`config.mk`:
```
export PLATFORM = sky130hd
export DESIGN_NAME = edge_stim_gen
export DESIGN_NICKNAME = d
export VERILOG_FILES = /design/src/rtl/edge_stim_gen.sv
export SDC_FILE = /design/constraint.sdc
export NUM_CORES = 1
export LEC_CHECK = 0
export CORE_ASPECT_RATIO = 1.5
export CORE_MARGIN = 2
export CORE_UTILIZATION = 51
export DETAILED_ROUTE_END_ITERATION = 10
export PLACE_DENSITY = 0.93
export SYNTH_ARGS = -nofsm -noshare
export SYNTH_HDL_FRONTEND = slang
export SYNTH_SLANG_ARGS = --single-unit
```
`constraint.sdc`:
```
create_clock -name clk -period 5.95 [get_ports clk]
set_input_delay 0.595 -clock clk [delete_from_list [all_inputs] [get_ports clk]]
set_output_delay 0.595 -clock clk [all_outputs]
set_load 0.005 [all_outputs]
```
`src/rtl/edge_stim_gen.sv`:
```
// Four-state stimulus driver with per-command hold and posedge/negedge counting.
// Optional macro EDGE_STIM_GEN_XZ_EN enables driving z (10) and x (11) levels.
module edge_stim_gen #(
    parameter int HOLD_W = 8,
    parameter int CNT_W  = 16
) (
    input  logic              clk,
    input  logic              rst_n,
    input  logic              cmd_valid,
    output logic              cmd_ready,
    input  logic [1:0]        cmd_level,
    input  logic [HOLD_W-1:0] cmd_hold,
    input  logic              cnt_clr,
    output logic [1:0]        stim,
    output logic              pos_pulse,
    output logic              neg_pulse,
    output logic [CNT_W-1:0]  pos_cnt,
    output logic [CNT_W-1:0]  neg_cnt,
    output logic              cmd_err
);

    localparam logic [1:0] LVL_0 = 2'b00;
    localparam logic [1:0] LVL_1 = 2'b01;
    localparam logic [1:0] LVL_X = 2'b11;

    typedef enum logic {ST_IDLE, ST_HOLD} state_t;

    state_t             state_q, state_d;
    logic [HOLD_W-1:0]  hold_q, hold_d;
    logic [1:0]         stim_q, stim_d;
    logic               pos_q, pos_d;
    logic               neg_q, neg_d;
    logic [CNT_W-1:0]   pos_cnt_q, pos_cnt_d;
    logic [CNT_W-1:0]   neg_cnt_q, neg_cnt_d;
    logic               err_q, err_d;
    logic               accept;
    logic [1:0]         new_level;
    logic               old_xz;

    always_ff @(posedge clk) begin
        if (!rst_n) begin
            state_q   <= ST_IDLE;
            hold_q    <= '0;
            stim_q    <= LVL_X;
            pos_q     <= 1'b0;
            neg_q     <= 1'b0;
            pos_cnt_q <= '0;
            neg_cnt_q <= '0;
            err_q     <= 1'b0;
        end else begin
            state_q   <= state_d;
            hold_q    <= hold_d;
            stim_q    <= stim_d;
            pos_q     <= pos_d;
            neg_q     <= neg_d;
            pos_cnt_q <= pos_cnt_d;
            neg_cnt_q <= neg_cnt_d;
            err_q     <= err_d;
        end
    end

    always_comb begin
        state_d   = state_q;
        hold_d    = hold_q;
        stim_d    = stim_q;
        pos_d     = 1'b0;
        neg_d     = 1'b0;
        err_d     = err_q;
        cmd_ready = (state_q == ST_IDLE);
        accept    = cmd_valid & cmd_ready;
        new_level = cmd_level;
        old_xz    = stim_q[1];

`ifndef EDGE_STIM_GEN_XZ_EN
        // z/x requests are refused: level is kept but the hold still applies.
        if (cmd_level[1]) begin
            new_level = stim_q;
        end
`endif

        case (state_q)
            ST_IDLE: begin
                if (accept) begin
                    stim_d = new_level;
                    pos_d  = ((stim_q == LVL_0) && (new_level != LVL_0)) ||
                             (old_xz && (new_level == LVL_1));
                    neg_d  = ((stim_q == LVL_1) && (new_level != LVL_1)) ||
                             (old_xz && (new_level == LVL_0));
`ifndef EDGE_STIM_GEN_XZ_EN
                    if (cmd_level[1]) begin
                        err_d = 1'b1;
                    end
`endif
                    if (cmd_hold != '0) begin
                        state_d = ST_HOLD;
                        hold_d  = cmd_hold;
                    end
                end
            end
            ST_HOLD: begin
                if (hold_q <= HOLD_W'(1)) begin
                    state_d = ST_IDLE;
                    hold_d  = '0;
                end else begin
                    hold_d = hold_q - HOLD_W'(1);
                end
            end
            default: begin
                state_d = ST_IDLE;
                hold_d  = '0;
            end
        endcase

        // Clear takes priority over a coincident increment.
        pos_cnt_d = cnt_clr ? '0 : pos_cnt_q + CNT_W'(pos_d);
        neg_cnt_d = cnt_clr ? '0 : neg_cnt_q + CNT_W'(neg_d);
    end

    assign stim      = stim_q;
    assign pos_pulse = pos_q;
    assign neg_pulse = neg_q;
    assign pos_cnt   = pos_cnt_q;
    assign neg_cnt   = neg_cnt_q;
`ifdef EDGE_STIM_GEN_XZ_EN
    assign cmd_err   = 1'b0;
`else
    assign cmd_err   = err_q;
`endif

endmodule
```
==> results of run 1 <==
## critical path, cell delays in order
cell             delay, ns
clkdlybuf4s50_1       0.50
nor2b_1               0.22
nand2b_1              0.16
nor3_1                0.25
ha_1                  0.21
and3_1                0.28
nand4_1               0.21
or3_1                 0.41
a21oi_1               0.16
## Yosys cell counts
master,n
a31o_1,1
nand3_1,12
ha_1,6
or4_1,1
and2_1,3
buf_2,1
nand2_1,21
or4_4,1
and3_1,6
o41ai_1,1
xor2_1,17
inv_1,11
inv_2,1
o21a_1,2
a21oi_1,14
nor2b_1,4
a21boi_0,3
nand2b_1,2
nor4_1,5
o21ai_0,10
xnor2_1,9
nand4_1,7
and4_1,3
dfxtp_1,46
o32ai_1,1
nor3_1,8
a21o_1,1
nor2_1,36
o31ai_1,1
o41ai_4,1
clkbuf_1,7
o2bb2ai_1,3
or3_1,3
o211ai_1,2
## area by class of cell
| type | instances | area [sq um] |
|---|---|---|
| flip-flops and latches | 46 | 920.9 |
| clock buffers | 7 | 86.33 |
| clock inverters | 1 | 5.005 |
| fillers | 315 | 1217 |
| repair buffers | 51 | 510.5 |
| multi-input cells | 184 | 1117 |
| well taps | 45 | 56.30 |
| inverters | 12 | 45.04 |
## report_power, final
| part | leakage, nW | switching [mW] | total, mW | internal, mW |
|---|---|---|---|---|
| Sequential | 0.373 | 0.0132 | 0.330 | 0.317 |
| Combinational | 0.573 | 0.0439 | 0.0807 | 0.0368 |
| Clock | 0.0482 | 0.0979 | 0.192 | 0.0937 |
| Total | 0.995 | 0.155 | 0.602 | 0.447 |
## metal layers
metal	up-vias	track usage
li1	957	-
met1	901	0.2195
met2	73	0.3784
met3	10	0.04050
met4	0	0.09091
met5	-	0
## final timing paths
path	slack, ns	to
hold / removal	0.51	stim[1]
setup / recovery	3.16	pos_cnt[13]
setup reg to reg	3.49	pos_cnt[13]
hold reg to reg	0.51	stim[1]
## logic make-up after synthesis
kind of cell / after synthesis / share of synthesized area
AO/OA/AOI/OAI: 40 / 0.1266
flip-flops: 46 / 0.4355
XOR/XNOR: 26 / 0.1077
adder cells (fa/ha/maj): 6 / 0.03550
buffers and inverters: 20 / 0.03609
AND/OR/NAND/NOR: 112 / 0.2586
## flip-flops by register name, indices dropped and copies added (netlist names)
| name | count |
|---|---|
| neg_cnt | 16 |
| pos_pulse | 1 |
| hold_q | 8 |
| stim | 2 |
| neg_pulse | 1 |
| state_q | 1 |
| cmd_err | 1 |
| pos_cnt | 16 |
## stage by stage
stage	setup WS, ns	hold slack [ns]	cell area (sq um)
2_1_floorplan	3.594	0.4638	2115
3_3_place_gp	3.027	0.4730	2650
3_5_place_dp	2.874	0.4837	2650
4_1_cts	3.159	0.4975	2741
5_1_grt	2.893	0.5438	2741
6_report	3.165	0.5067	2741
==> qor.csv, run 1 <==
metric,value,unit
root_buffer,clkbuf_8,
cts_resized,0,
cts_tree,done,
dr.first_iter.drc_count,51,
highest_layer,met4,
place_hpwl,3390,um
dr.pass1.iters,4,
h-tree-depth,2,
place_congestion,0.8397,
worst_r2r_path_depth,8,
required,6.15,ns
io_buffers,51,
overflow,0,
final_core_util,0.6925,
final_layout_size_suffix_gt1_frac,0.03322,
dp.cells,338,
via_per_inst,5.610,
die-height,82.86,um
setup_violations,0,
maxCapViolations,0,
rr_startpoint,state_q,
cp.arrival,2.99,ns
vdd.ir_drop.worst,0.1921,mV
cts_setup_buffers,0,
power.total,602.1,uW
maxSlewHeadroom,0.2491,
max_freq,0.3590,GHz
dieWidth,56.58,um
ys_warn_count,0,
dr_wl_met3,220,um
synth_area_leaders,"dfxtp_1, xor2_1, nor2_1",
mostFrequentLayoutCells,"clkdlybuf4s50_1, dfxtp_1, nor2_1",
rsz0062_at_grt,no,
insertion_delay,0.29,ns
dieArea,4688,sq um
wl_met1,1787,um
clock_sinks,46,
wl_met2,2490,um
synthDistinctLibCells,34,
wl_per_cell,13.26,um
antenna_found_initial,0,
fin_worst_skew,0.006651,ns
tightestPinTransition,1.126,ns
cp_max_fo,5,
yosysTopAreaCell,dfxtp_1,
fin_crit,2.785,ns
finalCritPeriodShare,0.4681,
start_util,0.5341,
area_delta_synth_final,29.65,%
drt_wl_total,4587,um
grt_pass1_wl,7859,um
powerDensity,219.6,nW/um^2
crit_path_end_kind,flip-flop,
tns,0,ns
status,"complete, no violations",
ant_nets,0,
diodes,0,
synth_seq_cells,46,
grt_start_max_net_pins,33,
syn_nets,270,
numCtsBuffers,5,
stdcell_count,346,
hold_depth,2,
hp-class,flip-flop to flip-flop,
path_clk_slew,0.08,ns
startpoint,cmd_valid,
clockBufferDepth,2,
core,3959,sq um
yosys.area.top_type_share,0.4355,
syn_inst,250,
cts.hold.buffers_added,0,
hold_violations,0,
drc,0,
nets,320,
crit_type,input pin to flip-flop,
worstHoldStart,stim[1],
syn-cell-area,2115,sq um
seq_area_frac_synth,0.4355,
layout_commonest_cell,clkdlybuf4s50_1,
synth.avg_cell_area,8.458,sq um
crit_path_start_kind,input pin,
grt_use_total,0.2061,
routed-via-count,1941,
core.rowCount,28,
leakage,0.9945,nW
finalMaxSlewViolations,0,
io_pins,52,
grt_pass1_vias,1812,
Note: power is estimated with default switching activity, not from simulation.
==> run 2, diff against run 1 <==
CORE_UTILIZATION = 49   (was 51)
PLACE_DENSITY = 0.9   (was 0.93)
clock period = 2.6 ns   (was 5.95 ns; I/O delays follow)
==> qor.csv, run 2 (synthesis gave the netlist of run 1 again) <==
metric,value,unit,change
status,"complete, no violations",,
seqPwrFrac,0.543,,-0.005
worstHoldStart,pos_cnt[15],,
cts_setup_buffers,0,,unchanged
io_pins,52,,unchanged
hold_violations,0,,unchanged
grt_use_total,0.2044,,-0.001723
ant_nets,0,,unchanged
crit_path_start_kind,input pin,,
start_util,0.5067,,-0.02739
dr.pass1.iters,4,,unchanged
drc,0,,unchanged
required,2.84,ns,-3.31 ns
setup_violations,0,,unchanged
fin_worst_skew,0.006188,ns,-0.0004629 ns
mostFrequentLayoutCells,"clkdlybuf4s50_1, dfxtp_1, nor2_1",,
maxCapViolations,0,,unchanged
cts_tree,done,,
clockBufferDepth,2,,unchanged
cp_max_fo,5,,unchanged
rr_startpoint,state_q,,
sw_frac_of_total,0.2631,,+0.005641
grt_pass1_vias,1873,,+3.4%
final_layout_size_suffix_gt1_frac,0.04918,,+0.01596
drt_wl_total,4832,um,+5.3%
wl_per_cell,13.77,um,+3.8%
io_buffers,51,,unchanged
powerDensity,501.0,nW/um^2,+130%
area_delta_synth_final,31.30,%,
worst_r2r_path_depth,8,,unchanged
place_congestion,0.8460,,+0.75%
grt_start_max_net_pins,33,,unchanged
p_clk_frac,0.321,,+0.003
place_hpwl,3592,um,+6.0%
cp.arrival,2.51,ns,-0.48 ns
crit_type,input pin to flip-flop,,
die-height,84.46,um,+1.9%
dr.first_iter.drc_count,112,,+120%
overflow,0,,unchanged
root_buffer,clkbuf_8,,
numCtsBuffers,5,,unchanged
cts_resized,0,,unchanged
min_to,pos_cnt[15],,
setup_slack,0.3261,ns,-2.839 ns
nets,324,,+1.3%
tns,0,ns,unchanged
fin_area,2776,sq um,+1.3%
via_per_inst,5.698,,+1.6%
tightestPinTransition,0.5976,ns,-0.5287 ns
r2r-end,pos_cnt[15],,
hold_depth,2,,unchanged
maxSlewHeadroom,0.5985,,+0.3494
p_comb_frac,0.136,,+0.002
h-tree-depth,2,,unchanged
max_freq,0.4398,GHz,
core.rowCount,29,,+3.6%
grt_pass1_wl,7955,um,+1.2%
pre_cts_ws,0.02684,ns,-2.847 ns
fin_hold_ws,0.4985,ns,-0.008193 ns
cts.hold.buffers_added,0,,unchanged
antenna_found_initial,0,,unchanged
crit_path_end_kind,flip-flop,,
n_fill_cell,341,,+8.3%
layout_commonest_cell,clkdlybuf4s50_1,,
finalMaxSlewViolations,0,,unchanged
dieArea,4868,sq um,+3.8%
finalCritPeriodShare,0.8746,,
rsz0062_at_grt,no,,
leakage,1.014,nW,+1.9%
vdd.ir_drop.worst,0.5195,mV,+170%
diodes,0,,unchanged
switchingPower,365.9,uW,+140%
place_area,2681,sq um,+1.2%
core,4173,sq um,+5.4%
insertion_delay,0.30,ns,about the same
routed-via-count,2000,,+3.0%
r2r_slack,0.33,ns,-3.16 ns
power.internal,1.025,mW,+130%
power.total,1.391,mW,+130%
fin_crit,2.274,ns,
clock_sinks,46,,unchanged
path_clk_slew,0.08,ns,about the same
dieWidth,57.64,um,+1.9%
hp-class,flip-flop to flip-flop,,
[run 2: cell types whose count changed in the layout (fill, tap and decap cells not counted)]
cell,before,now
clkinvlp_4,0,1
buf_4,0,4
clkbuf_1,1,0
[run 2: power by group through the flow]
stage | combinational, mW | clock, mW | sequential (mW)
after detailed placement | 0.187 | 0 | 0.770
after global routing | 0.210 | 0.477 | 0.758
after CTS | 0.188 | 0.454 | 0.753
after floorplan | 0.127 | 0 | 0.759
final | 0.190 | 0.446 | 0.755
after global placement | 0.182 | 0 | 0.769
[run 2: worst max-delay path by stage]
stage	cells past startpoint	from	slack [ns]	to
floorplan	10	state_q	0.39	pos_cnt[15]
global placement	9	cmd_valid	0.17	pos_cnt[13]
detailed placement	9	cmd_valid	0.03	pos_cnt[13]
CTS	9	cmd_valid	0.33	pos_cnt[13]
global route	8	state_q	0.14	pos_cnt[13]
finish	9	cmd_valid	0.33	pos_cnt[15]
[run 2: worst max-delay path, cell delays in order]
cell and delay (ns):
clkdlybuf4s50_1 0.50, nor2b_1 0.18, nand2b_1 0.14, nor3_1 0.28, ha_1 0.22, and3_1 0.19, nand4_1 0.20, or3_1 0.39
a21oi_1 0.14
[run 2: area by class of cell]
type / instances / area, sq um / area share
clock buffers: 6 / 82.58 / 0.02974
clock inverters: 2 / 12.51 / 0.004507
inverters: 12 / 45.04 / 0.01622
multi-input cells: 184 / 1117 / 0.4024
flip-flops and latches: 46 / 920.9 / 0.3317
well taps: 46 / 57.56 / 0.02073
repair buffers: 55 / 540.5 / 0.1947
[run 2: metal layers]
metal | vias to the layer above | global-route usage | share of wire | wire length [um]
met5 | - | 0 | 0 | 0
met4 | 0 | 0.09514 | 0.019 | 93
met3 | 9 | 0.03082 | 0.048 | 234
met2 | 78 | 0.3802 | 0.54 | 2615
met1 | 944 | 0.2166 | 0.39 | 1890
li1 | 969 | - | - | -
[run 2: through the flow]
step | utilization | instances
floorplan | - | 250
global placement | 0.6426 | 343
detailed placement | 0.6426 | 343
CTS | 0.6654 | 351
global route | 0.6654 | 351
finish | 0.6654 | 351
